$ cat src/rtl/apb_multi_timer_if.sv
// APB3 slave bus bundle for apb_multi_timer.
// Master drives the request; the timer drives read data and response.
interface apb_multi_timer_if;
    logic        PSEL;
    logic        PENABLE;
    logic        PWRITE;
    logic [7:2]  PADDR;
    logic [31:0] PWDATA;
    logic [31:0] PRDATA;
    logic        PREADY;
    logic        PSLVERR;

    modport master (
        output PSEL, PENABLE, PWRITE, PADDR, PWDATA,
        input  PRDATA, PREADY, PSLVERR
    );

    modport slave (
        input  PSEL, PENABLE, PWRITE, PADDR, PWDATA,
        output PRDATA, PREADY, PSLVERR
    );
endinterface

$ cat src/rtl/apb_multi_timer.sv
// NUM_CH-channel APB3 down-counter timer with prescalers and maskable interrupts.
// Define TIMER_PWM_EN to add per-channel CMP registers and the PWM output port.
module apb_multi_timer #(
    parameter int NUM_CH     = 4,
    parameter int WIDTH      = 32,
    parameter int PRE_W      = 8,
    parameter int INTACTIVEH = 1
) (
    input  logic              PCLK,
    input  logic              PRESETn,
    apb_multi_timer_if.slave  apb,
    output logic [NUM_CH-1:0] TIMINT,
    output logic              TIMINT_ANY
`ifdef TIMER_PWM_EN
    ,
    output logic [NUM_CH-1:0] PWM
`endif
);

    localparam logic [2:0] R_LOAD = 3'd0;
    localparam logic [2:0] R_VAL  = 3'd1;
    localparam logic [2:0] R_CTRL = 3'd2;
    localparam logic [2:0] R_PRE  = 3'd3;
    localparam logic [2:0] R_ICLR = 3'd4;
    localparam logic [2:0] R_RIS  = 3'd5;
    localparam logic [2:0] R_MIS  = 3'd6;
    localparam logic [2:0] R_CMP  = 3'd7;

    localparam logic [NUM_CH-1:0] INT_IDLE = (INTACTIVEH != 0) ? '0 : '1;
    localparam logic ANY_IDLE = (INTACTIVEH != 0) ? 1'b0 : 1'b1;

    logic [WIDTH-1:0]  load_q  [NUM_CH];
    logic [WIDTH-1:0]  load_d  [NUM_CH];
    logic [WIDTH-1:0]  value_q [NUM_CH];
    logic [WIDTH-1:0]  value_d [NUM_CH];
    logic [PRE_W-1:0]  pre_q   [NUM_CH];
    logic [PRE_W-1:0]  pre_d   [NUM_CH];
    logic [PRE_W-1:0]  pcnt_q  [NUM_CH];
    logic [PRE_W-1:0]  pcnt_d  [NUM_CH];
    logic [NUM_CH-1:0] en_q, en_d;
    logic [NUM_CH-1:0] inten_q, inten_d;
    logic [NUM_CH-1:0] oneshot_q, oneshot_d;
    logic [NUM_CH-1:0] ris_q, ris_d;
    logic [NUM_CH-1:0] timint_q, timint_d;
    logic              any_q, any_d;
`ifdef TIMER_PWM_EN
    logic [WIDTH-1:0]  cmp_q   [NUM_CH];
    logic [WIDTH-1:0]  cmp_d   [NUM_CH];
    logic [NUM_CH-1:0] pwm_q, pwm_d;
`endif

    logic [2:0]        ch_s;
    logic [2:0]        reg_s;
    logic              wr_s;
    logic [NUM_CH-1:0] hit_s;
    logic [NUM_CH-1:0] tick_s;
    logic [NUM_CH-1:0] mis_s;
    logic [31:0]       rdata_s;
    logic              unused_s;

    assign ch_s        = apb.PADDR[7:5];
    assign reg_s       = apb.PADDR[4:2];
    assign wr_s        = apb.PSEL & apb.PENABLE & apb.PWRITE;
    assign apb.PREADY  = 1'b1;
    assign apb.PSLVERR = 1'b0;
    assign apb.PRDATA  = rdata_s;
    assign TIMINT      = timint_q;
    assign TIMINT_ANY  = any_q;
    assign unused_s    = ^apb.PWDATA;
`ifdef TIMER_PWM_EN
    assign PWM         = pwm_q;
`endif

    // A LOAD write on a tick edge swallows that tick entirely.
    always_comb begin
        hit_s  = '0;
        tick_s = '0;
        for (int i = 0; i < NUM_CH; i++) begin
            hit_s[i]  = wr_s && (ch_s == 3'(i));
            tick_s[i] = en_q[i] && (pcnt_q[i] == pre_q[i])
                        && !(hit_s[i] && (reg_s == R_LOAD));
        end
    end

    always_comb begin
        en_d      = en_q;
        inten_d   = inten_q;
        oneshot_d = oneshot_q;
        ris_d     = ris_q;
        for (int i = 0; i < NUM_CH; i++) begin
            load_d[i]  = load_q[i];
            value_d[i] = value_q[i];
            pre_d[i]   = pre_q[i];
            pcnt_d[i]  = en_q[i] ? pcnt_q[i] + PRE_W'(1) : '0;
`ifdef TIMER_PWM_EN
            cmp_d[i]   = cmp_q[i];
`endif
            if (tick_s[i]) begin
                pcnt_d[i] = '0;
                if (value_q[i] != '0) begin
                    value_d[i] = value_q[i] - WIDTH'(1);
                end else if (oneshot_q[i]) begin
                    en_d[i] = 1'b0;
                end else begin
                    value_d[i] = load_q[i];
                end
            end
            if (hit_s[i]) begin
                unique case (reg_s)
                    R_LOAD: begin
                        load_d[i]  = apb.PWDATA[WIDTH-1:0];
                        value_d[i] = apb.PWDATA[WIDTH-1:0];
                        pcnt_d[i]  = '0;
                    end
                    R_CTRL: begin
                        en_d[i]      = apb.PWDATA[0];
                        inten_d[i]   = apb.PWDATA[1];
                        oneshot_d[i] = apb.PWDATA[2];
                    end
                    R_PRE:  pre_d[i] = apb.PWDATA[PRE_W-1:0];
                    R_ICLR: ris_d[i] = 1'b0;
`ifdef TIMER_PWM_EN
                    R_CMP:  cmp_d[i] = apb.PWDATA[WIDTH-1:0];
`endif
                    default: ;
                endcase
            end
            // Expiry is applied after INTCLR so a coincident set wins.
            if (tick_s[i] && (value_q[i] == '0)) begin
                ris_d[i] = 1'b1;
            end
        end
    end

    always_comb begin
        mis_s    = ris_q & inten_q;
        timint_d = (INTACTIVEH != 0) ? mis_s : ~mis_s;
        any_d    = (INTACTIVEH != 0) ? |mis_s : ~|mis_s;
`ifdef TIMER_PWM_EN
        pwm_d    = '0;
        for (int i = 0; i < NUM_CH; i++) begin
            pwm_d[i] = en_q[i] && (value_q[i] < cmp_q[i]);
        end
`endif
    end

    always_comb begin
        rdata_s = '0;
        if (apb.PSEL) begin
            for (int i = 0; i < NUM_CH; i++) begin
                if (ch_s == 3'(i)) begin
                    unique case (reg_s)
                        R_LOAD: rdata_s = 32'(load_q[i]);
                        R_VAL:  rdata_s = 32'(value_q[i]);
                        R_CTRL: rdata_s = {29'd0, oneshot_q[i],
                                           inten_q[i], en_q[i]};
                        R_PRE:  rdata_s = 32'(pre_q[i]);
                        R_RIS:  rdata_s = {31'd0, ris_q[i]};
                        R_MIS:  rdata_s = {31'd0, mis_s[i]};
`ifdef TIMER_PWM_EN
                        R_CMP:  rdata_s = 32'(cmp_q[i]);
`endif
                        default: rdata_s = '0;
                    endcase
                end
            end
        end
    end

    always_ff @(posedge PCLK) begin
        if (!PRESETn) begin
            for (int i = 0; i < NUM_CH; i++) begin
                load_q[i]  <= '0;
                value_q[i] <= '0;
                pre_q[i]   <= '0;
                pcnt_q[i]  <= '0;
`ifdef TIMER_PWM_EN
                cmp_q[i]   <= '0;
`endif
            end
            en_q      <= '0;
            inten_q   <= '0;
            oneshot_q <= '0;
            ris_q     <= '0;
            timint_q  <= INT_IDLE;
            any_q     <= ANY_IDLE;
`ifdef TIMER_PWM_EN
            pwm_q     <= '0;
`endif
        end else begin
            for (int i = 0; i < NUM_CH; i++) begin
                load_q[i]  <= load_d[i];
                value_q[i] <= value_d[i];
                pre_q[i]   <= pre_d[i];
                pcnt_q[i]  <= pcnt_d[i];
`ifdef TIMER_PWM_EN
                cmp_q[i]   <= cmp_d[i];
`endif
            end
            en_q      <= en_d;
            inten_q   <= inten_d;
            oneshot_q <= oneshot_d;
            ris_q     <= ris_d;
            timint_q  <= timint_d;
            any_q     <= any_d;
`ifdef TIMER_PWM_EN
            pwm_q     <= pwm_d;
`endif
        end
    end

endmodule

$ cat src/flat_wrapper.sv
// flat-port wrapper written by rule: the top's interface ports become plain ports
module apb_multi_timer_flat 
#(
    parameter int NUM_CH     = 4,
    parameter int WIDTH      = 32,
    parameter int PRE_W      = 8,
    parameter int INTACTIVEH = 1
)
  (PCLK, PRESETn, TIMINT, TIMINT_ANY, apb_PSEL, apb_PENABLE, apb_PWRITE, apb_PADDR, apb_PWDATA, apb_PRDATA, apb_PREADY, apb_PSLVERR);
  apb_multi_timer_if apb_i ();
  input  logic PCLK;
  input  logic PRESETn;
  output logic [NUM_CH-1:0] TIMINT;
  output logic TIMINT_ANY;
  input wire logic [$bits(apb_i.PSEL)-1:0] apb_PSEL;
  input wire logic [$bits(apb_i.PENABLE)-1:0] apb_PENABLE;
  input wire logic [$bits(apb_i.PWRITE)-1:0] apb_PWRITE;
  input wire logic [$bits(apb_i.PADDR)-1:0] apb_PADDR;
  input wire logic [$bits(apb_i.PWDATA)-1:0] apb_PWDATA;
  output wire logic [$bits(apb_i.PRDATA)-1:0] apb_PRDATA;
  output wire logic [$bits(apb_i.PREADY)-1:0] apb_PREADY;
  output wire logic [$bits(apb_i.PSLVERR)-1:0] apb_PSLVERR;
  assign apb_i.PSEL = apb_PSEL;
  assign apb_i.PENABLE = apb_PENABLE;
  assign apb_i.PWRITE = apb_PWRITE;
  assign apb_i.PADDR = apb_PADDR;
  assign apb_i.PWDATA = apb_PWDATA;
  assign apb_PRDATA = apb_i.PRDATA;
  assign apb_PREADY = apb_i.PREADY;
  assign apb_PSLVERR = apb_i.PSLVERR;
  apb_multi_timer #(.NUM_CH(NUM_CH), .WIDTH(WIDTH), .PRE_W(PRE_W), .INTACTIVEH(INTACTIVEH)) u_core (.PCLK(PCLK), .PRESETn(PRESETn), .apb(apb_i), .TIMINT(TIMINT), .TIMINT_ANY(TIMINT_ANY));
endmodule
$ cat config.mk
export PLATFORM = sky130hd
export DESIGN_NAME = apb_multi_timer_flat
export DESIGN_NICKNAME = d
export VERILOG_FILES = /design/src/rtl/apb_multi_timer_if.sv /design/src/rtl/apb_multi_timer.sv /design/src/flat_wrapper.sv
export SDC_FILE = /design/constraint.sdc
export NUM_CORES = 1
export LEC_CHECK = 0
export BUFFER_PORTS_ARGS = -buffer_cell sky130_fd_sc_hd__buf_2
export CAP_MARGIN = 20
export CELL_PAD_IN_SITES_DETAIL_PLACEMENT = 1
export CELL_PAD_IN_SITES_GLOBAL_PLACEMENT = 1
export CORE_UTILIZATION = 42
export DETAILED_ROUTE_END_ITERATION = 6
export PLACE_DENSITY = 0.78
export SYNTH_ARGS = -nofsm -noshare
export SYNTH_HDL_FRONTEND = slang
export SYNTH_SLANG_ARGS = --single-unit
$ cat constraint.sdc
create_clock -name PCLK -period 2.7 [get_ports PCLK]
set_input_delay 0.135 -clock PCLK [delete_from_list [all_inputs] [get_ports PCLK]]
set_output_delay 0.135 -clock PCLK [all_outputs]
set_load 0.01 [all_outputs]
==> flow_summary.ini <==
[floorplan]
die_area_mm2 = 0.04733
io_pins = 82
core_area_mm2 = 0.04558
die-width_um = 217.6
num_rows = 78
start_util = 0.4282
die_height_um = 217.6

[setup_path]
crit_path_max_fanout = 4
crit_path_cell_trace = or4_4 -> or4_4 -> or4_4 -> buf_6 -> o21ai_2 -> a21oi_1 -> or3_1 -> a31oi_1
cp.required_ps = 3200
cpMostUsedCell = or4_4
cpPeakStageDelay_ps = 560
crit_type = reg2reg
start_kind = flip-flop
critPathCaptureType = flip-flop
cp.arrival_ps = 3240
crit_slowest_cell = or4_4

[finish]
multiInputGateArea_mm2 = 0.01204
area_delta_synth_final_pct = 22.15
regArea_mm2 = 0.006837
fillers = 5718
fin_nets = 2895
diodes = 0
layout-drive-gt1-share = 0.1680

[clocking]
cts_buffer_depth = 3
clkSlewWorstSetupHoldPaths_ps = 60
numCtsBuffers = 42
clk_latency_ps = 590
cts-root-buf = clkbuf_16
cts_sinks = 341
cts_tree = yes
cts.htree.levels = 2

[detailed_routing]
routedWlPerCell_um = 26.23
vias = 23110
ant_nets = 0
drt_iter0_drc = 2766
drt-total-wl_mm = 90.99
viasPerCell = 6.662
drcViolationCount = 0
dr.pass1.iters = 5

[sta]
worstMarginPinSlew_ps = 844.0
holdWs_ps = 29.49
fmax_mhz = 365.5
relSlewSlack = 0.4353
min_period_over_period = 1.013
finalHoldViolations = 0
worst_slack_ps = -36.34
fin_skew_ps = 11.63
slew_violations = 0
period_needed_ps = 2736
rsz0062_at_grt = true
setup_violations = 2

[placement]
place.gp.congestion = 1.022
dp_hpwl_mm = 63.93
port_buffers = 79
pre_cts_ws_ps = -173.5

[global_routing]
grt_pass1_wl_mm = 137.5
antenna_found_initial = 0
first_global_vias = 22880
overflow = 0
grtUsageTotal = 0.3745
grt_max_degree = 72

[synthesis]
synth_cell_types = 76
synth_ff_type = dfxtp_1
synthesis.area_mm2 = 0.01951
yosysMostFrequentCell = nand2_1
ys_ff_latch = 341
postSynthCellCount = 2655
avgSynthCellArea_um2 = 7.350
seq_area_frac_synth = 0.3498
yosys.area.top_type = dfxtp_1
yosys-top-cells-area = dfxtp_1, a21oi_1, nand2_1, nor2_1, o21ai_0
synth_edf_count = 0
ys_top_cells_by_count = nand2_1, a21oi_1, dfxtp_1, nor2_1, clkbuf_1
synth_warnings = 0
syn_nets = 2710
ys_async_sr_fraction = 0
yosysTopAreaCellShare = 0.3498

[power]
combPwrFrac = 0.453
ir_drop_v = 0.0009098
power_density_mw_per_mm2 = 863.9
leakagePower_nw = 8.943
swShare = 0.4097
p_sw_mw = 8.438
clkPwrFrac = 0.278
pwr-share-seq = 0.269
internal-power_mw = 12.16

[run]
maxCapViolCount = 0

[outcome]
violations = negative setup slack
outcome = complete, but fails checks

[worst_hold_path]
hold_class = in2reg
## area by class of cell
type | count | share of cell area
flip-flops and latches | 341 | 0.2868
inverters | 41 | 0.006771
multi-input cells | 2063 | 0.5053
repair buffers | 351 | 0.1129
well taps | 600 | 0.03149
clock buffers | 68 | 0.05464
clock inverters | 5 | 0.002100
## worst max-delay path, delay by kind of cell (launching register included)
family | cells | cell delay (ps)
simple gates | 4 | 1890
flops | 1 | 320
buf+inv | 1 | 160
compound gates | 3 | 280
## power by group through the flow
stage,clock network (mW),registers (mW),logic (mW)
global route,5.94,5.55,9.81
detailed placement,0,5.61,8.45
CTS,5.74,5.50,8.58
finish,5.72,5.54,9.33
global placement,0,5.58,8.12
floorplan,0,5.55,4.86
## flip-flops by register name, summed over array words and instances (netlist names)
signal             count
u_core.TIMINT          4
u_core.TIMINT_ANY      1
u_core.en_q            4
u_core.inten_q         4
u_core.load_q        128
u_core.oneshot_q       4
u_core.pcnt_q         32
u_core.pre_q          32
u_core.ris_q           4
u_core.value_q       128
## stage by stage
stage	cell area [um2]	power [mW]	TNS (ps)	util	std cells
2_1_floorplan	19520	10.41	-132.4	-	2655
3_3_place_gp	21840	13.70	-116.8	0.4792	3359
3_5_place_dp	21840	14.06	-669.6	0.4792	3359
4_1_cts	23580	19.83	-16.77	0.5173	3464
5_1_grt	23840	21.30	-659.1	0.5230	3469
6_report	23840	20.59	-66.49	0.5230	3469
## worst paths after layout
| check | start | end | slack [ps] | depth (start not counted) |
|---|---|---|---|---|
| max | u_core.value_q[2][7] | u_core.value_q[2][25] | -40 | 8 |
| min | apb_PWDATA[1] | u_core.value_q[3][1] | 30 | 3 |
| max reg2reg | u_core.value_q[2][7] | u_core.value_q[2][25] | -40 | 8 |
| min reg2reg | u_core.load_q[1][13] | u_core.load_q[1][13] | 470 | 2 |
## metal layers
| layer | vias up | part of all wire | GRT usage |
|---|---|---|---|
| met2 | 1248 | 0.44 | 0.5666 |
| li1 | 10090 | - | - |
| met5 | - | 0 | 0 |
| met3 | 286 | 0.085 | 0.05621 |
| met1 | 11490 | 0.42 | 0.5093 |
| met4 | 0 | 0.056 | 0.2059 |
## kinds of logic after synthesis
group / synth area share
XOR/XNOR: 0.02738
flip-flops: 0.3498
AO/OA/AOI/OAI: 0.2840
buffers and inverters: 0.04976
multiplexers: 0.04027
other: 0.0003849
adder cells (fa/ha/maj): 0.007694
AND/OR/NAND/NOR: 0.2407
## cell usage in the layout, fill, tap and decap left out, types with 9 or more instances in the layout
cell           Yosys  routed
a22oi_1           44      44
a21boi_0          12      11
or4_1             23      16
a211o_1           14      14
clkbuf_1         187      14
buf_2              5      79
a21oi_1          371     367
inv_1             40      38
clkbuf_16          0      45
and3_1            31      29
buf_12             0      13
clkbuf_8           0       9
xor2_1            25      25
o31ai_1           18      17
nor4_2             1      13
a31oi_1           32      32
o21ai_0          172     161
nor2_1           238     234
xnor2_1           36      36
o21a_1            14      14
a22o_1            11      11
o211ai_1          10      10
dlygate4sd3_1      0      29
or3_1             20      18
nand3_1           76      73
mux2i_1           65      65
buf_4              2     226
nor4_1            56      43
o221ai_1          15      15
a221oi_1          76      75
o21ai_1            2      12
ha_1              12      11
dfxtp_1          341     333
a211oi_1          29      29
nor3_1            71      66
nand4_1           27      27
o22ai_1           17      17
a21o_1            15      15
nand2_1          400     399
mux2_2            10      10
## repair_timing
| action | in CTS | in global routing |
|---|---|---|
| endpoints found under the setup margin | 20 | 94 |
| hold endpoints to repair | 154 | 0 |
| hold buffers | 29 | 0 |
| gates resized for setup | 24 | 59 |
| buffers inserted | 3 | 5 |
| pin swaps | 0 | 14 |
(Power assumes the default switching activity.)
